File: src/rtl/apb_requester_pkg.sv
// Shared types and helpers for the APB requester: FSM state encoding,
// width helpers and the packed response record.
package apb_pkg;

  typedef enum logic [1:0] {
    IDLE   = 2'd0,
    SETUP  = 2'd1,
    ACCESS = 2'd2,
    RESP   = 2'd3
  } apb_req_state_e;

  // Widest supported data bus; the response record is sized for it.
  localparam int MAX_DATA_WIDTH = 32;

  // Number of byte strobes for a given data width.
  function automatic int strb_width(input int dw);
    return dw / 8;
  endfunction

  // Number of low address bits that must be zero for an aligned access.
  function automatic int align_bits(input int dw);
    return (dw == 8) ? 0 : ((dw == 16) ? 1 : 2);
  endfunction

  typedef struct packed {
    logic [MAX_DATA_WIDTH-1:0] rdata;
    logic                      err;
    logic                      timeout;
  } apb_rsp_t;

endpackage

File: src/rtl/apb_requester_if.sv
// Bundle of the command/response stream and the APB bus of the requester.
// master: the requester side; slave: the command source plus completers.
interface apb_requester_if
  import apb_pkg::*;
#(
  parameter int ADDR_WIDTH = 32,
  parameter int DATA_WIDTH = 32,
  parameter int NUM_SLV    = 4
);
  localparam int STRB_W = strb_width(DATA_WIDTH);

  // command stream
  logic                          cmd_valid;
  logic                          cmd_ready;
  logic                          cmd_write;
  logic [ADDR_WIDTH-1:0]         cmd_addr;
  logic [DATA_WIDTH-1:0]         cmd_wdata;
  logic [STRB_W-1:0]             cmd_strb;
  // response stream
  logic                          rsp_valid;
  logic                          rsp_ready;
  logic [DATA_WIDTH-1:0]         rsp_rdata;
  logic                          rsp_err;
  logic                          rsp_timeout;
  // APB bus
  logic [NUM_SLV-1:0]            psel;
  logic                          penable;
  logic                          pwrite;
  logic [ADDR_WIDTH-1:0]         paddr;
  logic [DATA_WIDTH-1:0]         pwdata;
  logic [STRB_W-1:0]             pstrb;
  logic [NUM_SLV-1:0]            pready;
  logic [NUM_SLV*DATA_WIDTH-1:0] prdata;
  logic [NUM_SLV-1:0]            pslverr;

  modport master (
    input  cmd_valid, cmd_write, cmd_addr, cmd_wdata, cmd_strb, rsp_ready,
           pready, prdata, pslverr,
    output cmd_ready, rsp_valid, rsp_rdata, rsp_err, rsp_timeout,
           psel, penable, pwrite, paddr, pwdata, pstrb
  );

  modport slave (
    output cmd_valid, cmd_write, cmd_addr, cmd_wdata, cmd_strb, rsp_ready,
           pready, prdata, pslverr,
    input  cmd_ready, rsp_valid, rsp_rdata, rsp_err, rsp_timeout,
           psel, penable, pwrite, paddr, pwdata, pstrb
  );

endinterface

File: src/rtl/apb_requester_addr_decode.sv
// Combinational address decode: region index -> one-hot completer select,
// out-of-range detection and data-width alignment check.
module apb_addr_decode
  import apb_pkg::*;
#(
  parameter int ADDR_WIDTH   = 32,
  parameter int DATA_WIDTH   = 32,
  parameter int NUM_SLV      = 4,
  parameter int REGION_SHIFT = 12
) (
  input  logic [ADDR_WIDTH-1:0] addr_i,
  output logic [NUM_SLV-1:0]    sel_o,
  output logic                  decode_err_o,
  output logic                  misaligned_o
);
  localparam int ALIGN = align_bits(DATA_WIDTH);

  // Region index kept at full address width so out-of-range upper bits
  // are never silently truncated into a valid index.
  logic [ADDR_WIDTH-1:0] idx;

  assign idx          = addr_i >> REGION_SHIFT;
  assign decode_err_o = (idx >= ADDR_WIDTH'(NUM_SLV));

  // One-hot select; all zero when the index is out of range.
  for (genvar gi = 0; gi < NUM_SLV; gi++) begin : g_sel
    assign sel_o[gi] = (idx == ADDR_WIDTH'(gi));
  end

  // Byte-wide buses can never be misaligned.
  if (ALIGN > 0) begin : g_align
    assign misaligned_o = |addr_i[ALIGN-1:0];
  end else begin : g_no_align
    assign misaligned_o = 1'b0;
  end

endmodule

File: src/rtl/apb_requester.sv
// APB requester: converts a valid/ready command stream into single APB
// transfers (one outstanding), with decode/alignment errors answered
// locally and a bounded wait for pready.
module apb_requester
  import apb_pkg::*;
#(
  parameter int ADDR_WIDTH   = 32,
  parameter int DATA_WIDTH   = 32,
  parameter int NUM_SLV      = 4,
  parameter int REGION_SHIFT = 12,
  parameter int TIMEOUT      = 16
) (
  input logic              pclk,
  input logic              preset,
  apb_requester_if.master  bus
);
  localparam int STRB_W = strb_width(DATA_WIDTH);

  apb_req_state_e        state_q, state_d;
  logic [NUM_SLV-1:0]    sel_q, sel_d;
  logic [ADDR_WIDTH-1:0] paddr_q, paddr_d;
  logic                  pwrite_q, pwrite_d;
  logic [DATA_WIDTH-1:0] pwdata_q, pwdata_d;
  logic [STRB_W-1:0]     pstrb_q, pstrb_d;
  logic [7:0]            wait_cnt_q, wait_cnt_d;
  apb_rsp_t              rsp_q, rsp_d;

  logic [NUM_SLV-1:0]    dec_sel;
  logic                  dec_err;
  logic                  dec_misaligned;

  apb_addr_decode #(
    .ADDR_WIDTH   (ADDR_WIDTH),
    .DATA_WIDTH   (DATA_WIDTH),
    .NUM_SLV      (NUM_SLV),
    .REGION_SHIFT (REGION_SHIFT)
  ) u_decode (
    .addr_i       (bus.cmd_addr),
    .sel_o        (dec_sel),
    .decode_err_o (dec_err),
    .misaligned_o (dec_misaligned)
  );

  // Per-completer read data gated by the registered select, so only the
  // addressed completer can contribute.
  logic [DATA_WIDTH-1:0] prdata_masked [NUM_SLV];
  for (genvar gi = 0; gi < NUM_SLV; gi++) begin : g_rd_mask
    assign prdata_masked[gi] = sel_q[gi] ? bus.prdata[gi*DATA_WIDTH +: DATA_WIDTH]
                                         : '0;
  end

  logic                  sel_pready;
  logic                  sel_pslverr;
  logic [DATA_WIDTH-1:0] sel_prdata;

  // Reduce the selected completer's return signals to scalars.
  always_comb begin
    sel_pready  = |(bus.pready & sel_q);
    sel_pslverr = |(bus.pslverr & sel_q);
    sel_prdata  = '0;
    for (int i = 0; i < NUM_SLV; i++) begin
      sel_prdata = sel_prdata | prdata_masked[i];
    end
  end

  // Next-state and datapath updates for the transfer FSM.
  always_comb begin
    state_d    = state_q;
    sel_d      = sel_q;
    paddr_d    = paddr_q;
    pwrite_d   = pwrite_q;
    pwdata_d   = pwdata_q;
    pstrb_d    = pstrb_q;
    wait_cnt_d = wait_cnt_q;
    rsp_d      = rsp_q;
    case (state_q)
      IDLE: begin
        if (bus.cmd_valid) begin
          if (dec_err || dec_misaligned) begin
            // Answer locally; the APB bus is never touched.
            rsp_d   = '{rdata: '0, err: 1'b1, timeout: 1'b0};
            state_d = RESP;
          end else begin
            sel_d    = dec_sel;
            paddr_d  = bus.cmd_addr;
            pwrite_d = bus.cmd_write;
            pwdata_d = bus.cmd_write ? bus.cmd_wdata : '0;
            pstrb_d  = bus.cmd_write ? bus.cmd_strb  : '0;
            state_d  = SETUP;
          end
        end
      end
      SETUP: begin
        wait_cnt_d = '0;
        state_d    = ACCESS;
      end
      ACCESS: begin
        if (sel_pready) begin
          // Read data only reported for successful reads.
          rsp_d.rdata   = (pwrite_q || sel_pslverr) ? '0 : MAX_DATA_WIDTH'(sel_prdata);
          rsp_d.err     = sel_pslverr;
          rsp_d.timeout = 1'b0;
          state_d       = RESP;
        end else if (wait_cnt_q == 8'(TIMEOUT - 1)) begin
          // Abort: the counter has now reached TIMEOUT waiting cycles.
          rsp_d   = '{rdata: '0, err: 1'b1, timeout: 1'b1};
          state_d = RESP;
        end else begin
          wait_cnt_d = wait_cnt_q + 8'd1;
        end
      end
      RESP: begin
        if (bus.rsp_ready) begin
          state_d = IDLE;
        end
      end
      default: state_d = IDLE;
    endcase
  end

  // State and datapath registers with synchronous reset.
  always_ff @(posedge pclk) begin
    if (preset) begin
      state_q    <= IDLE;
      sel_q      <= '0;
      paddr_q    <= '0;
      pwrite_q   <= 1'b0;
      pwdata_q   <= '0;
      pstrb_q    <= '0;
      wait_cnt_q <= '0;
      rsp_q      <= '0;
    end else begin
      state_q    <= state_d;
      sel_q      <= sel_d;
      paddr_q    <= paddr_d;
      pwrite_q   <= pwrite_d;
      pwdata_q   <= pwdata_d;
      pstrb_q    <= pstrb_d;
      wait_cnt_q <= wait_cnt_d;
      rsp_q      <= rsp_d;
    end
  end

  logic in_xfer;
  assign in_xfer = (state_q == SETUP) || (state_q == ACCESS);

  assign bus.cmd_ready   = (state_q == IDLE);
  assign bus.psel        = in_xfer ? sel_q : '0;
  assign bus.penable     = (state_q == ACCESS);
  assign bus.pwrite      = pwrite_q;
  assign bus.paddr       = paddr_q;
  assign bus.pwdata      = pwdata_q;
  assign bus.pstrb       = pstrb_q;
  assign bus.rsp_valid   = (state_q == RESP);
  assign bus.rsp_rdata   = rsp_q.rdata[DATA_WIDTH-1:0];
  assign bus.rsp_err     = rsp_q.err;
  assign bus.rsp_timeout = rsp_q.timeout;

endmodule

File: src/flat_wrapper.sv
// flat-port wrapper written by rule: the top's interface ports become plain ports
module apb_requester_flat import apb_pkg::*;
#(
  parameter int ADDR_WIDTH   = 32,
  parameter int DATA_WIDTH   = 32,
  parameter int NUM_SLV      = 4,
  parameter int REGION_SHIFT = 12,
  parameter int TIMEOUT      = 16
)
  (pclk, preset, bus_cmd_valid, bus_cmd_write, bus_cmd_addr, bus_cmd_wdata, bus_cmd_strb, bus_rsp_ready, bus_pready, bus_prdata, bus_pslverr, bus_cmd_ready, bus_rsp_valid, bus_rsp_rdata, bus_rsp_err, bus_rsp_timeout, bus_psel, bus_penable, bus_pwrite, bus_paddr, bus_pwdata, bus_pstrb);
  apb_requester_if #(.ADDR_WIDTH(ADDR_WIDTH), .DATA_WIDTH(DATA_WIDTH), .NUM_SLV(NUM_SLV)) bus_i ();
  input logic pclk;
  input logic preset;
  input wire logic [$bits(bus_i.cmd_valid)-1:0] bus_cmd_valid;
  input wire logic [$bits(bus_i.cmd_write)-1:0] bus_cmd_write;
  input wire logic [$bits(bus_i.cmd_addr)-1:0] bus_cmd_addr;
  input wire logic [$bits(bus_i.cmd_wdata)-1:0] bus_cmd_wdata;
  input wire logic [$bits(bus_i.cmd_strb)-1:0] bus_cmd_strb;
  input wire logic [$bits(bus_i.rsp_ready)-1:0] bus_rsp_ready;
  input wire logic [$bits(bus_i.pready)-1:0] bus_pready;
  input wire logic [$bits(bus_i.prdata)-1:0] bus_prdata;
  input wire logic [$bits(bus_i.pslverr)-1:0] bus_pslverr;
  output wire logic [$bits(bus_i.cmd_ready)-1:0] bus_cmd_ready;
  output wire logic [$bits(bus_i.rsp_valid)-1:0] bus_rsp_valid;
  output wire logic [$bits(bus_i.rsp_rdata)-1:0] bus_rsp_rdata;
  output wire logic [$bits(bus_i.rsp_err)-1:0] bus_rsp_err;
  output wire logic [$bits(bus_i.rsp_timeout)-1:0] bus_rsp_timeout;
  output wire logic [$bits(bus_i.psel)-1:0] bus_psel;
  output wire logic [$bits(bus_i.penable)-1:0] bus_penable;
  output wire logic [$bits(bus_i.pwrite)-1:0] bus_pwrite;
  output wire logic [$bits(bus_i.paddr)-1:0] bus_paddr;
  output wire logic [$bits(bus_i.pwdata)-1:0] bus_pwdata;
  output wire logic [$bits(bus_i.pstrb)-1:0] bus_pstrb;
  assign bus_i.cmd_valid = bus_cmd_valid;
  assign bus_i.cmd_write = bus_cmd_write;
  assign bus_i.cmd_addr = bus_cmd_addr;
  assign bus_i.cmd_wdata = bus_cmd_wdata;
  assign bus_i.cmd_strb = bus_cmd_strb;
  assign bus_i.rsp_ready = bus_rsp_ready;
  assign bus_i.pready = bus_pready;
  assign bus_i.prdata = bus_prdata;
  assign bus_i.pslverr = bus_pslverr;
  assign bus_cmd_ready = bus_i.cmd_ready;
  assign bus_rsp_valid = bus_i.rsp_valid;
  assign bus_rsp_rdata = bus_i.rsp_rdata;
  assign bus_rsp_err = bus_i.rsp_err;
  assign bus_rsp_timeout = bus_i.rsp_timeout;
  assign bus_psel = bus_i.psel;
  assign bus_penable = bus_i.penable;
  assign bus_pwrite = bus_i.pwrite;
  assign bus_paddr = bus_i.paddr;
  assign bus_pwdata = bus_i.pwdata;
  assign bus_pstrb = bus_i.pstrb;
  apb_requester #(.ADDR_WIDTH(ADDR_WIDTH), .DATA_WIDTH(DATA_WIDTH), .NUM_SLV(NUM_SLV), .REGION_SHIFT(REGION_SHIFT), .TIMEOUT(TIMEOUT)) u_core (.pclk(pclk), .preset(preset), .bus(bus_i));
endmodule
File: config.mk
export PLATFORM = sky130hd
export DESIGN_NAME = apb_requester_flat
export DESIGN_NICKNAME = d
export VERILOG_FILES = /design/src/rtl/apb_requester_pkg.sv /design/src/rtl/apb_requester_if.sv /design/src/rtl/apb_requester_addr_decode.sv /design/src/rtl/apb_requester.sv /design/src/flat_wrapper.sv
export SDC_FILE = /design/constraint.sdc
export NUM_CORES = 1
export LEC_CHECK = 0
export ABC_AREA = 0
export CAP_MARGIN = 30
export CORE_AREA = 3 3 123 125
export CTS_CLUSTER_DIAMETER = 100
export DETAILED_ROUTE_END_ITERATION = 6
export DIE_AREA = 0 0 126 128
export DONT_BUFFER_PORTS = 1
export HOLD_SLACK_MARGIN = 0.02
export PLACE_DENSITY_LB_ADDON = 0.15
export SYNTH_ARGS = -nofsm -noshare
export SYNTH_HDL_FRONTEND = slang
export SYNTH_SLANG_ARGS = --single-unit
export TNS_END_PERCENT = 100
File: constraint.sdc
create_clock -name pclk -period 2.1 [get_ports pclk]
set_input_delay 0.21 -clock pclk [delete_from_list [all_inputs] [get_ports pclk]]
set_output_delay 0.21 -clock pclk [all_outputs]
set_load 0.005 [all_outputs]
Word level (Yosys, flattened, before mapping)
Index checks and enable logic that the tools add are counted.

storage, ports and cells
  bits in registers = 117
  input bits = 209
  output and inout port bits = 110
  logic and storage cells = 67

operators by class
  add/subtract/negate cells = 1
  order comparisons = 1
  equal/unequal tests = 13
  mux-type cells = 22
  bitwise operators = 6
  reductions and logical operators = 14

operator list
  kind                                                                number
  2-to-1 mux 32 bit                                                   6
  2-to-1 mux 34 bit                                                   4
  bitwise OR 32 bit                                                   3
  case mux 34 bit (2 select lines)                                    1
  equality test 20 x 2 -> 1 bit, second input constant                2
  zero test 32 bit                                                    1
  equality test 20 x 1 -> 1 bit, second input constant                1
  greater-or-equal comparator 20 x 3 -> 1 bit, second input constant  1
  2-to-1 mux 8 bit                                                    2
  case mux 8 bit (2 select lines)                                     1
  2-to-1 mux 2 bit                                                    5
  AND reduction 3 bit                                                 3
  adder 8 x 1 -> 8 bit, second input constant                         1
  bitwise AND 4 bit                                                   2
  equality test 8 x 4 -> 1 bit, second input constant                 1
  2-to-1 mux 4 bit                                                    2
  != test 2 bit, second input constant                                4
  case mux 2 bit (4 select lines)                                     1
  OR reduction 4 bit                                                  2
  equality test 2 bit, second input constant                          2
  AND reduction 4 bit                                                 1
  nonzero test 2 bit                                                  2
  logical OR 1 bit                                                    3
  != test 3 x 1 -> 1 bit, second input constant                       1
  other kinds (5)                                                     5

Longest topological paths before layout
Gate-level depths: netlist (run 1).

  word-level depth = 7
  gate-level depth with buffers = 8
  gate-level depth less buffers = 7

Cells and area by module
Synthesis (run 1) repeated with hierarchy kept, for this count alone.

unflattened totals
  cells, all modules = 662
  area total of the unflattened synthesis = 5367.6 um2

modules (own cells, without submodules)
  module           times used  cells each  area each (um2)  seq. area each (um2)
  apb_requester    1           647         5260.0           2342.2
  apb_addr_decode  1           15          107.6            0.0

Worst setup path after synthesis (run 1)
No wires, ideal clock.

  path type = flip-flop to flip-flop
  start = register u_core.wait_cnt_q[7]
  end = register u_core.rsp_q (netlist bit u_core.bus.rsp_err)
  setup time = 0.121 ns
  data arrival time = 1.733 ns
  data required time = 1.979 ns
  path slack = 0.245 ns
  stages on the path, launching flop included = 7
  path buffers = 1
  clock period less this slack = 1.855 ns
  cells stage by stage = dfxtp_1 or4_4 nor2_8 o21ai_4 nor2_8 buf_12 mux2_4

between the ends
  cells in the longest elaborated chain, start to end = 3

RTL lines
  what                              RTL line              source
  from (decl)                       apb_requester.sv:25   logic [7:0] wait_cnt_q, wait_cnt_d;
  from (signal assigned)            apb_requester.sv:139  wait_cnt_q <= wait_cnt_d;
  equality test 8 x 4 -> 1 bit      apb_requester.sv:104  end else if (wait_cnt_q == 8'(TIMEOUT - 1)) begin
  != test 3 x 1 -> 1 bit (no line)  -
  AND reduction 4 bit (no line)     -
  to (signal assigned)              apb_requester.sv:140  rsp_q <= rsp_d;
  to (decl)                         apb_requester.sv:26   apb_rsp_t rsp_q, rsp_d;

No other way between the ends.
A chain may end at the register's enable or synchronous reset.

Worst setup path after layout (run 1)
  start = register u_core.wait_cnt_q[7]
  end = register u_core.rsp_q (netlist bit u_core.bus.rsp_rdata[26])

Same word-level chain as after synthesis.

==> results of run 1 <==
flip-flops by register name, indices dropped and copies added, names as in the netlist:
register,count
u_core.bus.paddr,32
u_core.bus.pwdata,32
u_core.bus.pwrite,1
u_core.sel_q,4
u_core.state_q,2
u_core.bus.rsp_err,1
u_core.bus.rsp_timeout,1
u_core.bus.pstrb,4
u_core.bus.rsp_rdata,32
u_core.wait_cnt_q,8
power by group:
part | total [uW] | switching [uW] | internal, uW
clock | 3010 | 1120 | 1900
combinational | 1140 | 617 | 522
sequential | 2290 | 30.8 | 2260
total | 6440 | 1760 | 4670
cell usage after synthesis, types with 2 or more instances:
cell	count
a21oi_1	90
a22oi_1	68
a31oi_1	2
a41o_1	2
and2_1	25
and3_1	2
buf_12	3
buf_2	14
clkbuf_1	32
dfxtp_1	117
ha_1	4
inv_1	5
mux2_2	4
mux2_4	29
mux2i_1	4
nand2_1	77
nand2b_1	7
nand3_1	40
nand4_1	4
nand4b_1	2
nor2_1	9
nor2_8	2
nor2b_1	33
nor3_1	3
nor4_1	2
nor4_2	3
o21ai_0	3
or3_1	2
area by class of cell:
cell class	instances	area share, %
Tap cell	180	3.34
Multi-Input combinational cell	431	42.1
Timing Repair Buffer	68	10.4
Sequential cell	117	34.7
Clock inverter	15	2.87
Clock buffer	17	6.30
Inverter	5	0.278
layer usage:
metal  track usage, %  vias up
met3             6.67       29
met2             33.6      260
met4             7.89        0
met1             22.7     2177
met5                0        -
li1                 -     2226
worst min-delay path by stage:
| stage | slack, ns | endpoint | startpoint | cells after the start |
|---|---|---|---|---|
| 2_1_floorplan | 0.35 | u_core.bus.paddr[10] | bus_cmd_addr[10] | 2 |
| 3_3_place_gp | 0.30 | u_core.bus.paddr[5] | preset | 1 |
| 3_5_place_dp | 0.31 | u_core.bus.paddr[5] | preset | 1 |
| 4_1_cts | 0.04 | u_core.bus.rsp_rdata[28] | preset | 2 |
| 5_1_grt | 0.05 | u_core.bus.rsp_rdata[3] | preset | 2 |
| 6_report | 0.07 | u_core.bus.rsp_rdata[28] | preset | 2 |
logic make-up after synthesis:
logic type	count (synthesis)
simple gates	216
compound gates	174
flops	117
fa+ha+maj	4
buf+inv	55
mux	37
metrics by stage:
stage                     cells  util (%)  area, um^2  setup slack (ns)  hold WS [ns]
final                       833      48.3        6750             0.126        0.0655
after floorplan             603         -        5440             0.245         0.350
after global placement      751      40.0        5590             0.147         0.298
after CTS                   833      48.2        6740            0.0245        0.0405
after global routing        833      48.3        6750            0.0482        0.0479
after detailed placement    751      40.0        5590            0.0477         0.309
critical path, delay by kind of cell (launching register included):
family,cells,cell delay [ns]
and+or+nand+nor,3,0.91
muxes,1,0.34
DFF,1,0.32
buffers and inverters,1,0.19
AOI/OAI and AO/OA,1,0.10
repair_timing:
action | CTS | global route
hold endpoints to repair | 58 | 0
endpoints found under the setup margin | 0 | 46
resized for setup | 0 | 3
hold buffers | 50 | 0
==> run summary, run 1 <==
The run finished with clean final reports. For this configuration, the core starts out at a cell density of 38.9%. When the netlist entered floorplanning its net count stood at 816. In this run, CTS created clock tree buffers numbering 17.

Across the routed clock network, the largest skew measured is 0.00810 ns. The mean number of vias per cell was 5.63; the via count of the first global-routing pass was 4784. The most prevalent standard cell on the critical path is nor2_8.

In the post-synthesis netlist, the biggest area contributors are dfxtp_1 43%, a22oi_1 9.4%, a21oi_1 8.3%, mux2_4 8.0%, nand2_1 5.3%. In this run the worst setup path terminates at u_core.bus.rsp_rdata[26]. For the worst flop-to-flop path, the logic depth is 6. Before antenna repair, the detailed router went through 5 iterations. The run gives 60 as the pin count of the biggest net entering global routing. The average cell area after synthesis works out to 9.02 um^2. Setup repair after global routing left no endpoint under its margin. Clock period minus worst slack: 1.97 ns. The floorplan step set the die height to 128 um.

Commonest non-fill, non-tap cell in the layout: dfxtp_1. Clock-pin slew was measured on the worst setup and hold paths at 0.06 ns. Derived from the worst setup path, the maximum achievable clock frequency is 507 MHz. The total negative setup slack is 0 ns. The portion of synthesized area spent on multiplexers is 9.57%.

For the worst setup path, the data required time is 2.40 ns. The count of buffers added on input and output ports is 0. Sequential cells were found to cover 43.0% of the synthesized design area.

The H-tree generated during clock tree synthesis spans 4 levels. The final setup violation count is 0. TritonCTS built the clock tree. Total die area: 16100 um^2. For this run, design rule violations remaining after detail routing come to 0. After synthesis the netlist holds a flip-flop and latch count of 117.

The run gives 5440 um^2 as the netlist area before placement. The top cell type by total area after synthesis is dfxtp_1. Counting flops with an async set or reset pin after synthesis yields a share of 0%.

The wire length of the first global-routing pass was 25200 um. 319 I/O pins were placed. Prevailing post-synth register cell: dfxtp_1. The synthesized netlist devotes 20.4% of its cell area to compound gates.

The total area of sequential cells was 2340 um^2. In the final layout, the multi-input gates occupy 2850 um^2. Of the total synthesized cell area, the portion taken by full adders, half adders and majority gates is 0.920%. The ratio of final minimum period to clock period works out to 94.0%. The wire length reported by the detailed router is 16700 um, and the clock insertion delay at the later pin of the skew report is 0.42 ns.

Power comes to 6440 uW. The kind of capture point of the worst setup path was a flop. The transition time of the tightest slew-check pin was 0.602 ns; the sum of overflow across all layers after global routing was 0.

The congestion estimate from routability-driven global placement came to 0.805. For this run, the slowest stage of the critical path takes 0.57 ns. In this run the register-to-register setup slack is 0.13 ns. The net count of the finished layout is 853. The launching instance or port of the critical path was u_core.wait_cnt_q[7]. The count of nets left with antenna violations after detail routing was 0; the max-slew headroom at the worst pin was 59.8%.

No sink is reached through more buffers than the 2 on the longest clock path. The highest layer touched by signal routing is met4. Final antenna diode count: 0. The worst register-to-register path begins at u_core.wait_cnt_q[7]. The routed wirelength normalized by instance count is 20.0 um. The run gives 0.527 mV as the worst ir drop on vdd. Clock root buffer: clkbuf_16. For this block, wires on met1 add up to 6560 um. Clock net sink count: 117. Global routing used 19.7% of the available tracks. After synthesis, the largest family of logic cells by area is simple AND/OR/NAND/NOR gates. Data arrives at the worst endpoint at 2.27 ns. Number of distinct library cell variants in the gate-level netlist after synthesis: 43. The initial antenna violation count was 0.

Dividing total power by cell area gives a power density of 954 nW/um^2. Cells with a size suffix above 1 make up 15.3% of the layout. The DRC violation total after the first TritonRoute iteration was 309; the synthesized-area fraction occupied by xor and xnor cells was 0%. The run gives 1298 as the fill cell instance count of the final layout. Once the clock tree was built, the setup fixing pass inserted 0 buffers. Traced cell by cell, the critical path runs through or4_4 -> nor2_8 -> o21ai_4 -> nor2_8 -> buf_12 -> mux2_2. The sum of met3 wire segment lengths after detailed routing came out at 1410 um. The standard-cell row count was 43; the number of failing hold endpoints at the final stage was 0. The top fanout value on the critical path was 14. In this run the critical register-to-register path is captured at u_core.bus.rsp_rdata[26]. The Yosys warning count is 0, and the number of pins exceeding their max-slew limit in the final report is 0. The analysis attributes to cell leakage a power of 0.00234 uW. The logs give 14000 um^2 for the total core area and 8310 um for the routed length on met2. The die width works out to 126 um. In this run, synthesis inferred 0 flip-flops with an integrated enable. The cell count after synthesis came out at 603. The kind of start point of the critical path is a flop.

After synthesis, the largest area contributor takes up 43.0% of total cell area. The detailed-route via count was 4692; the sum of net half-perimeters after detailed placement was 11800 um. The critical-path cell with the highest stage delay is or4_4.

Compared with the post-synthesis result, the final layout area differs by 24.1%. The synthesized netlist devotes 21.1% of its cell area to simple gates. The tool flagged a number of max-cap violations equal to 0.

The worst hold-check path type is in -> reg. The critical setup path kind is reg -> reg. In the layout the commonest cells are 117 x dfxtp_1, 90 x a21oi_1, 77 x nand2_1.
No activity file was read; power rests on OpenSTA's default activity.
==> run 2: changes to the inputs <==
CORE_AREA = 3 3 122 124   (was 3 3 123 125)
DIE_AREA = 0 0 125 127   (was 0 0 126 128)
==> run summary, run 2 (same netlist as run 1, synthesis figures left out) <==
The flow ran to the end, and the final reports show no timing, DRC or antenna violations. Post-CTS timing repair inserted 0 buffers for setup. The routed design could run at a clock period as short as 2.00 ns. Timing-limited maximum frequency: 501 MHz.

In this run the tool buffered the top-level ports with 0 buffer cells. The sum of net half-perimeters after detailed placement was 12000 um; the ratio of final minimum period to clock period was 95.0%. The number of buffers added by the clock tree synthesis step is 17, and the transition time of the tightest slew-check pin is 0.588 ns. The number of primary I/O pins came out at 319.

Critical register-to-register path startpoint: u_core.state_q[0]. The CTS H-tree depth is 4, and the internal reg-to-reg setup slack is 0.10 ns. The total die area was 15900 um^2; the final setup violation count was 0. The startpoint identified for the worst hold timing path is bus_cmd_addr[13].

The worst hold-check path type was in -> reg. Once detail routing completed, the nets flagged for antenna violations numbered 0. The number of pins exceeding their max-slew limit in the final report was 0; the pin count of the biggest net entering global routing was 60.

Clock tree synthesis found a total of 117 sinks. The clock passes through at most 2 buffers. The logs give 855 for the net count reported at finish and 0.41 ns for the clock insertion delay at the later pin of the skew report. The leakage power of the design came out at 0.00235 uW. The number of failing hold endpoints at the final stage was 0; the detailed-route via count was 4690. Summed over all failing endpoints, the final setup total negative slack is 0 ns. The tools report the wire length of the first global-routing pass as 25200 um.

Commonest non-fill, non-tap cell in the layout: dfxtp_1. Along the worst path, the maximum fanout reaches 6. The clock root buffer was clkbuf_16. The final layout contains routed wiring with a total length of 16800 um. After detailed routing, the average wire length per cell comes to 20.2 um. Setup repair after global routing left no endpoint under its margin. The via count of the first global-routing pass was 4649. The worst setup path is captured at a flop.

The tightest hold path in the finished design has a slack of 0.0473 ns. Measured along the y axis, the die boundary spans 127 um. For the worst endpoint data arrival time, the log shows 2.34 ns. The worst setup path is launched from a flop.

In this run the standard cell core region covers 13900 um^2. The logs give 0 for the initial antenna violation count and 0 for the number of violations of the max-capacitance limit. Residual DRC count: 0. The final antenna diode count came out at 0. Measured along the x axis, the die boundary spans 125 um. The share of final-layout standard cells stronger than drive strength 1 is 15.4%. The tools report the overall global routing resource usage as 20.2%. The worst reg2reg path depth is 8.

VDD sags by at most 0.524 mV. The hold-critical path depth is 2, and the ratio of total power to cell area is 955 nW/um^2. For the effective utilization at floorplan, the log shows 39.2%. The length of the first detailed-routing pass in iterations is 4. Between clock sinks in the finished design, the worst skew comes to 0.00825 ns.

In this run, the number of DRC markers left after iteration 0 of detailed routing was 243. The mean number of vias per cell is 5.62. The critical path is of the reg -> reg type.

The max-slew headroom at the worst pin is 60.8%, and the largest incremental delay on the critical path is 0.57 ns. The area growth from synthesis to layout is 24.6%. Routability-driven placement finished with a final weighted congestion of 0.821.

The signal on the critical path passes through inv_1 -> ha_2 -> nand3_1 -> nor3_2 -> buf_4 -> nand4_1 -> dlygate4sd3_1 -> a21oi_1. For this design, the slowest cell found on the critical path is dlygate4sd3_1. The destination of the worst register-to-register timing path is u_core.sel_q[3]. STA puts the critical path data required time at 2.44 ns.

TritonCTS built the clock tree. Clock-pin slew was measured on the worst setup and hold paths at 0.06 ns. Leaving out fill and tap cells, the most frequent cells in the layout are 117 x dfxtp_1, 90 x a21oi_1, 77 x nand2_1.

Standard-cell row count: 43. The worst-case hold path end point was u_core.sel_q[1]. Global routing finished with a remaining overflow of 0.
## run 2: cell types whose count changed in the layout (fill, tap and decap cells not counted), sizes merged
cell / delta
buf: +1
clkinv: -1
dlygate4sd3: +1
clkbuf: +2
inv: -1
## run 2: through the flow
step                total power (uW)  utilization, %  instances  cell area [um^2]  worst slack, ns
global route                    6740            48.9        835              6780          0.00393
finish                          6480            48.9        835              6780            0.105
detailed placement              3390            40.4        752              5610           0.0329
global placement                3360            40.4        752              5610            0.191
floorplan                       3250               -        603              5440            0.245
CTS                             6570            48.8        835              6770           0.0172
## run 2: area by class of cell
cell class,instances,area [um^2]
fillers,1285,7100
multi-input cells,431,2840
flip-flops and latches,117,2340
repair buffers,70,731
clock buffers,19,453
well taps,180,225
clock inverters,13,170
inverters,5,18.8
## run 2: timing repair
action	in CTS	in global routing
endpoints found under the setup margin	0	21
endpoints found under the hold margin	58	0
gates resized for setup	0	3
hold buffers	51	0
## run 2: power by group
group	total, uW	internal (uW)	switching, uW
registers	2290	2260	33.1
logic	1160	536	620
clock network	3040	1950	1090
total	6480	4740	1740
## run 2: layer usage
layer,track usage (%),up-vias,share of wire [%]
met4,9.76,0,3.6
met3,7.61,36,8.5
met1,23.0,2170,39
met5,0,-,0
li1,-,2234,-
met2,33.4,250,49
## run 2: worst max path at each step
| stage | startpoint | to | slack, ns | cells past startpoint |
|---|---|---|---|---|
| 4_1_cts | u_core.state_q[0] | u_core.bus.paddr[17] | 0.02 | 7 |
| 5_1_grt | u_core.state_q[0] | u_core.sel_q[3] | 0.004 | 8 |
| 3_3_place_gp | u_core.wait_cnt_q[0] | u_core.bus.rsp_rdata[27] | 0.19 | 7 |
| 6_report | u_core.state_q[0] | u_core.sel_q[3] | 0.10 | 8 |
| 3_5_place_dp | u_core.state_q[0] | u_core.bus.paddr[17] | 0.03 | 7 |
| 2_1_floorplan | u_core.wait_cnt_q[7] | u_core.bus.rsp_err | 0.25 | 6 |
## run 2: critical path, delay by kind of cell, from the launching register on
| family | cells | cell delay [ns] |
|---|---|---|
| AOI/OAI and AO/OA | 1 | 0.13 |
| adders and majority gates | 1 | 0.23 |
| and+or+nand+nor | 3 | 0.42 |
| DFF | 1 | 0.33 |
| buffers and inverters | 3 | 0.81 |
==> run 3: changes to the inputs <==
CORE_AREA = 3 3 121 123   (was 3 3 122 124)
DIE_AREA = 0 0 124 126   (was 0 0 125 127)
SYNTH_HIERARCHICAL = 1   (was unset)
==> run summary, run 3 <==
The run finished with clean final reports. For the worst setup path, the data required time is 2.39 ns. The number of pins exceeding their max-slew limit in the final report was 0.

The clock transition at the registers of the reported paths was 0.05 ns; the final RePlAce weighted congestion was 0.786. The run gives 876 as the number of nets in the synthesized netlist. The commonest non-fill, non-tap cell in the layout is nand2_1. Traced cell by cell, the critical path runs through inv_1 -> ha_1 -> nand2_1 -> a2bb2oi_1 -> buf_4 -> a31oi_4 -> buf_12 -> buf_12 -> nor3b_1 -> a31o_1. Counting along the longest clock path gives a buffer depth of 2. In this run the static leakage power is 0.00247 uW.

Length of the first detailed-routing pass in iterations: 6. The largest incremental delay on the critical path works out to 0.32 ns. Kind of start point of the critical path: a flop. The number of storage elements in the synthesis netlist was 117. The slowest stage of the critical path belongs to the cell dfxtp_1. Measured against its own limit, the worst slew margin works out to 72.1%. The cell count along the critical path came out at 10. The destination of the worst register-to-register timing path is u_core/bus.rsp_rdata[4]. The routed design has 17400 um of wire.

For this block, the initial DRC count from the detailed router was 413. The logs give 0 for the final setup violation count and 4 for the CTS H-tree depth. Port buffering added 0 buffers. For the worst setup path, the data arrival time is 2.24 ns.

The final route contains 5230 vias. Power spread over the standard cell area amounts to 913 nW/um^2. Global routing used 21.4% of the available tracks across all layers. The clock skew is 0.00862 ns. The mean number of vias per cell was 5.72. The total die area is 15600 um^2, and the final antenna diode count is 0.

The ratio of final minimum period to clock period was 92.8%; the async set or reset register ratio after synthesis was 0%. The netlist area before placement was 5370 um^2; the sum of net half-perimeters after detailed placement was 11800 um. The top fanout value on the critical path is 29. The die span in y is 126 um. The tools report the number of buffers added by the clock tree synthesis step as 17.

In this run the remaining antenna-violating nets after routing total 0. TritonCTS built the clock tree. The dominant cell by count in the synthesized netlist is nand2_1. The area growth from synthesis to layout is 30.3%. The routed wirelength normalized by instance count is 19.1 um, and the cell count after synthesis is 662. Leaving out fill and tap cells, the most frequent cells in the layout are 154 x nand2_1, 117 x dfxtp_1, 83 x a21oi_1. For this design the top-level I/O count stands at 319. Derived from the worst setup path, the maximum achievable clock frequency is 513 MHz. Cells with a size suffix above 1 make up 10.2% of the layout. The share of the synthesized area in the top cell type was 43.6%; the die width was 124 um. The average cell area after synthesis was 8.11 um^2.

Counting flops with a built-in enable in the synthesized netlist gives 0. The clock net in this run drives a total of 117 sinks. The worst reg2reg path depth came out at 10. Number of buffer and inverter instances along the worst setup path: 4. In this run the critical register-to-register path is launched from u_core/state_q[0].

Clock tree synthesis selected as its root buffer the cell clkbuf_16. The clock period minus worst slack works out to 1.95 ns. The end point of the critical path was u_core/bus.rsp_rdata[4].

The run gives 0 as the number of failing hold endpoints at the final stage. The tools report the net count reported at finish as 936. The logs give 0.40 ns for the clock insertion delay at the later pin of the skew report and 6380 uW for the power after layout. Yosys attributes the largest share of cell area to dfxtp_1 44%, nand2_1 11%, a22oi_1 9.2%, a21oi_1 7.7%, a31o_1 5.1%.

The sum of overflow across all layers after global routing was 0; the pin count of the biggest net entering global routing was 88. The setup path with the least slack is of type reg -> reg. The tools report the total core area as 13800 um^2.

For this run, the leading register cell type out of synthesis is dfxtp_1. The wire length of the first global-routing pass is 26200 um, and the via count of the first global-routing pass is 5100. The transition time of the tightest slew-check pin was 0.418 ns; the instance count after placement with tap cells included was 812. The worst hold path belongs to the class in -> reg.

The top cell type by total area after synthesis was dfxtp_1. The top cell family by delay on the critical path was buffers and inverters. The floorplan has 43 rows.

The logs give 0 for the initial antenna violation count and 914 for the post-route non-filler standard cell count. Setup repair after global routing left no endpoint under its margin. The run gives 43.6% as the sequential-to-total area share from yosys stat. The worst register-to-register path has a setup slack of 0.15 ns. The tools report the launching instance or port of the critical path as u_core/state_q[0]. The Yosys warning count is 6. Sorting the synthesized cells by how often they occur yields 154 x nand2_1, 117 x dfxtp_1, 83 x a21oi_1, 66 x a22oi_1, 40 x nand3_1. Counting stages on the worst path, the most repeated cell is buf_12.

After detailed routing, the number of remaining DRC violations is 0. STA classifies the critical path endpoint as a flop. Across the VDD grid, the largest voltage drop is 0.539 mV. The netlist uses 41 different library cells. For this configuration, the core starts out at a cell density of 39.0%. The tool flagged a number of max-cap violations equal to 0. Fill cells in the final layout number 1277.
==> run 3: cell families (layout without fill, tap and decap cells) <==
| logic type | count (synthesis) | after routing | share of synthesized area (%) |
|---|---|---|---|
| muxes | 1 | 1 | 0.186 |
| and+or+nand+nor | 275 | 275 | 25.0 |
| AOI/OAI and AO/OA | 197 | 197 | 24.1 |
| DFF | 117 | 117 | 43.6 |
| adders and majority gates | 5 | 5 | 1.17 |
| buffers and inverters | 67 | 139 | 5.83 |
==> run 3: routing by layer <==
| metal | vias up | GRT usage [%] | wire (um) |
|---|---|---|---|
| li1 | 2497 | - | - |
| met1 | 2446 | 24.4 | 6610 |
| met2 | 264 | 37.2 | 9020 |
| met3 | 23 | 7.27 | 1600 |
| met4 | 0 | 6.64 | 214 |
| met5 | - | 0 | 0 |
==> run 3: how the worst min path moves through the flow <==
stage | endpoint | slack (ns) | depth (start not counted) | startpoint
after floorplan | u_core/bus.paddr[0] | 0.35 | 2 | bus_cmd_addr[0]
after global placement | u_core/bus.paddr[10] | 0.29 | 1 | preset
after detailed placement | u_core/bus.paddr[18] | 0.29 | 1 | preset
after CTS | u_core/bus.rsp_rdata[0] | 0.04 | 2 | preset
after global routing | u_core/bus.rsp_rdata[3] | 0.04 | 2 | preset
final | u_core/bus.rsp_rdata[5] | 0.06 | 3 | bus_prdata[101]
==> run 3: power breakdown <==
part           total, uW  internal (uW)  switching (uW)
Combinational       1180            502             677
Clock               2920           1950             973
Sequential          2290           2260            29.6
==> run 3: worst reg2reg max path, stage by stage, from the launching register on <==
cell	delay (ns)
dfxtp_1	0.32
inv_1	0.11
ha_1	0.25
nand2_1	0.14
a2bb2oi_1	0.15
buf_4	0.15
a31oi_4	0.16
buf_12	0.15
buf_12	0.17
nor3b_1	0.08
a31o_1	0.18
==> run 3: cell type report <==
type / count / area (um^2) / share of cell area (%)
multi-input cells: 478 / 2740 / 39.2
flip-flops and latches: 117 / 2340 / 33.5
well taps: 180 / 225 / 3.22
clock inverters: 9 / 126 / 1.81
repair buffers: 100 / 1050 / 15.1
inverters: 8 / 30.0 / 0.429
clock buffers: 22 / 474 / 6.78
==> run 3: timing repair <==
| item | 4_1_cts | 5_1_grt |
|---|---|---|
| resized for setup | 0 | 1 |
| setup buffers | 0 | 1 |
| setup endpoints to repair | 0 | 27 |
| hold endpoints to repair | 85 | 0 |
| hold buffers | 70 | 0 |
==> run 3: metrics by stage <==
stage                     util, %  TNS, ns  hold WS, ns  cell area [um^2]  setup slack, ns
after global routing         50.8        0       0.0434              7000          0.00600
final                        50.8        0       0.0648              7000            0.151
after CTS                    50.6        0       0.0393              6970           0.0537
after floorplan                 -        0        0.346              5370           0.0544
after detailed placement     41.0    -1.78        0.292              5640          -0.0947
after global placement       41.0   -0.511        0.289              5640          -0.0444
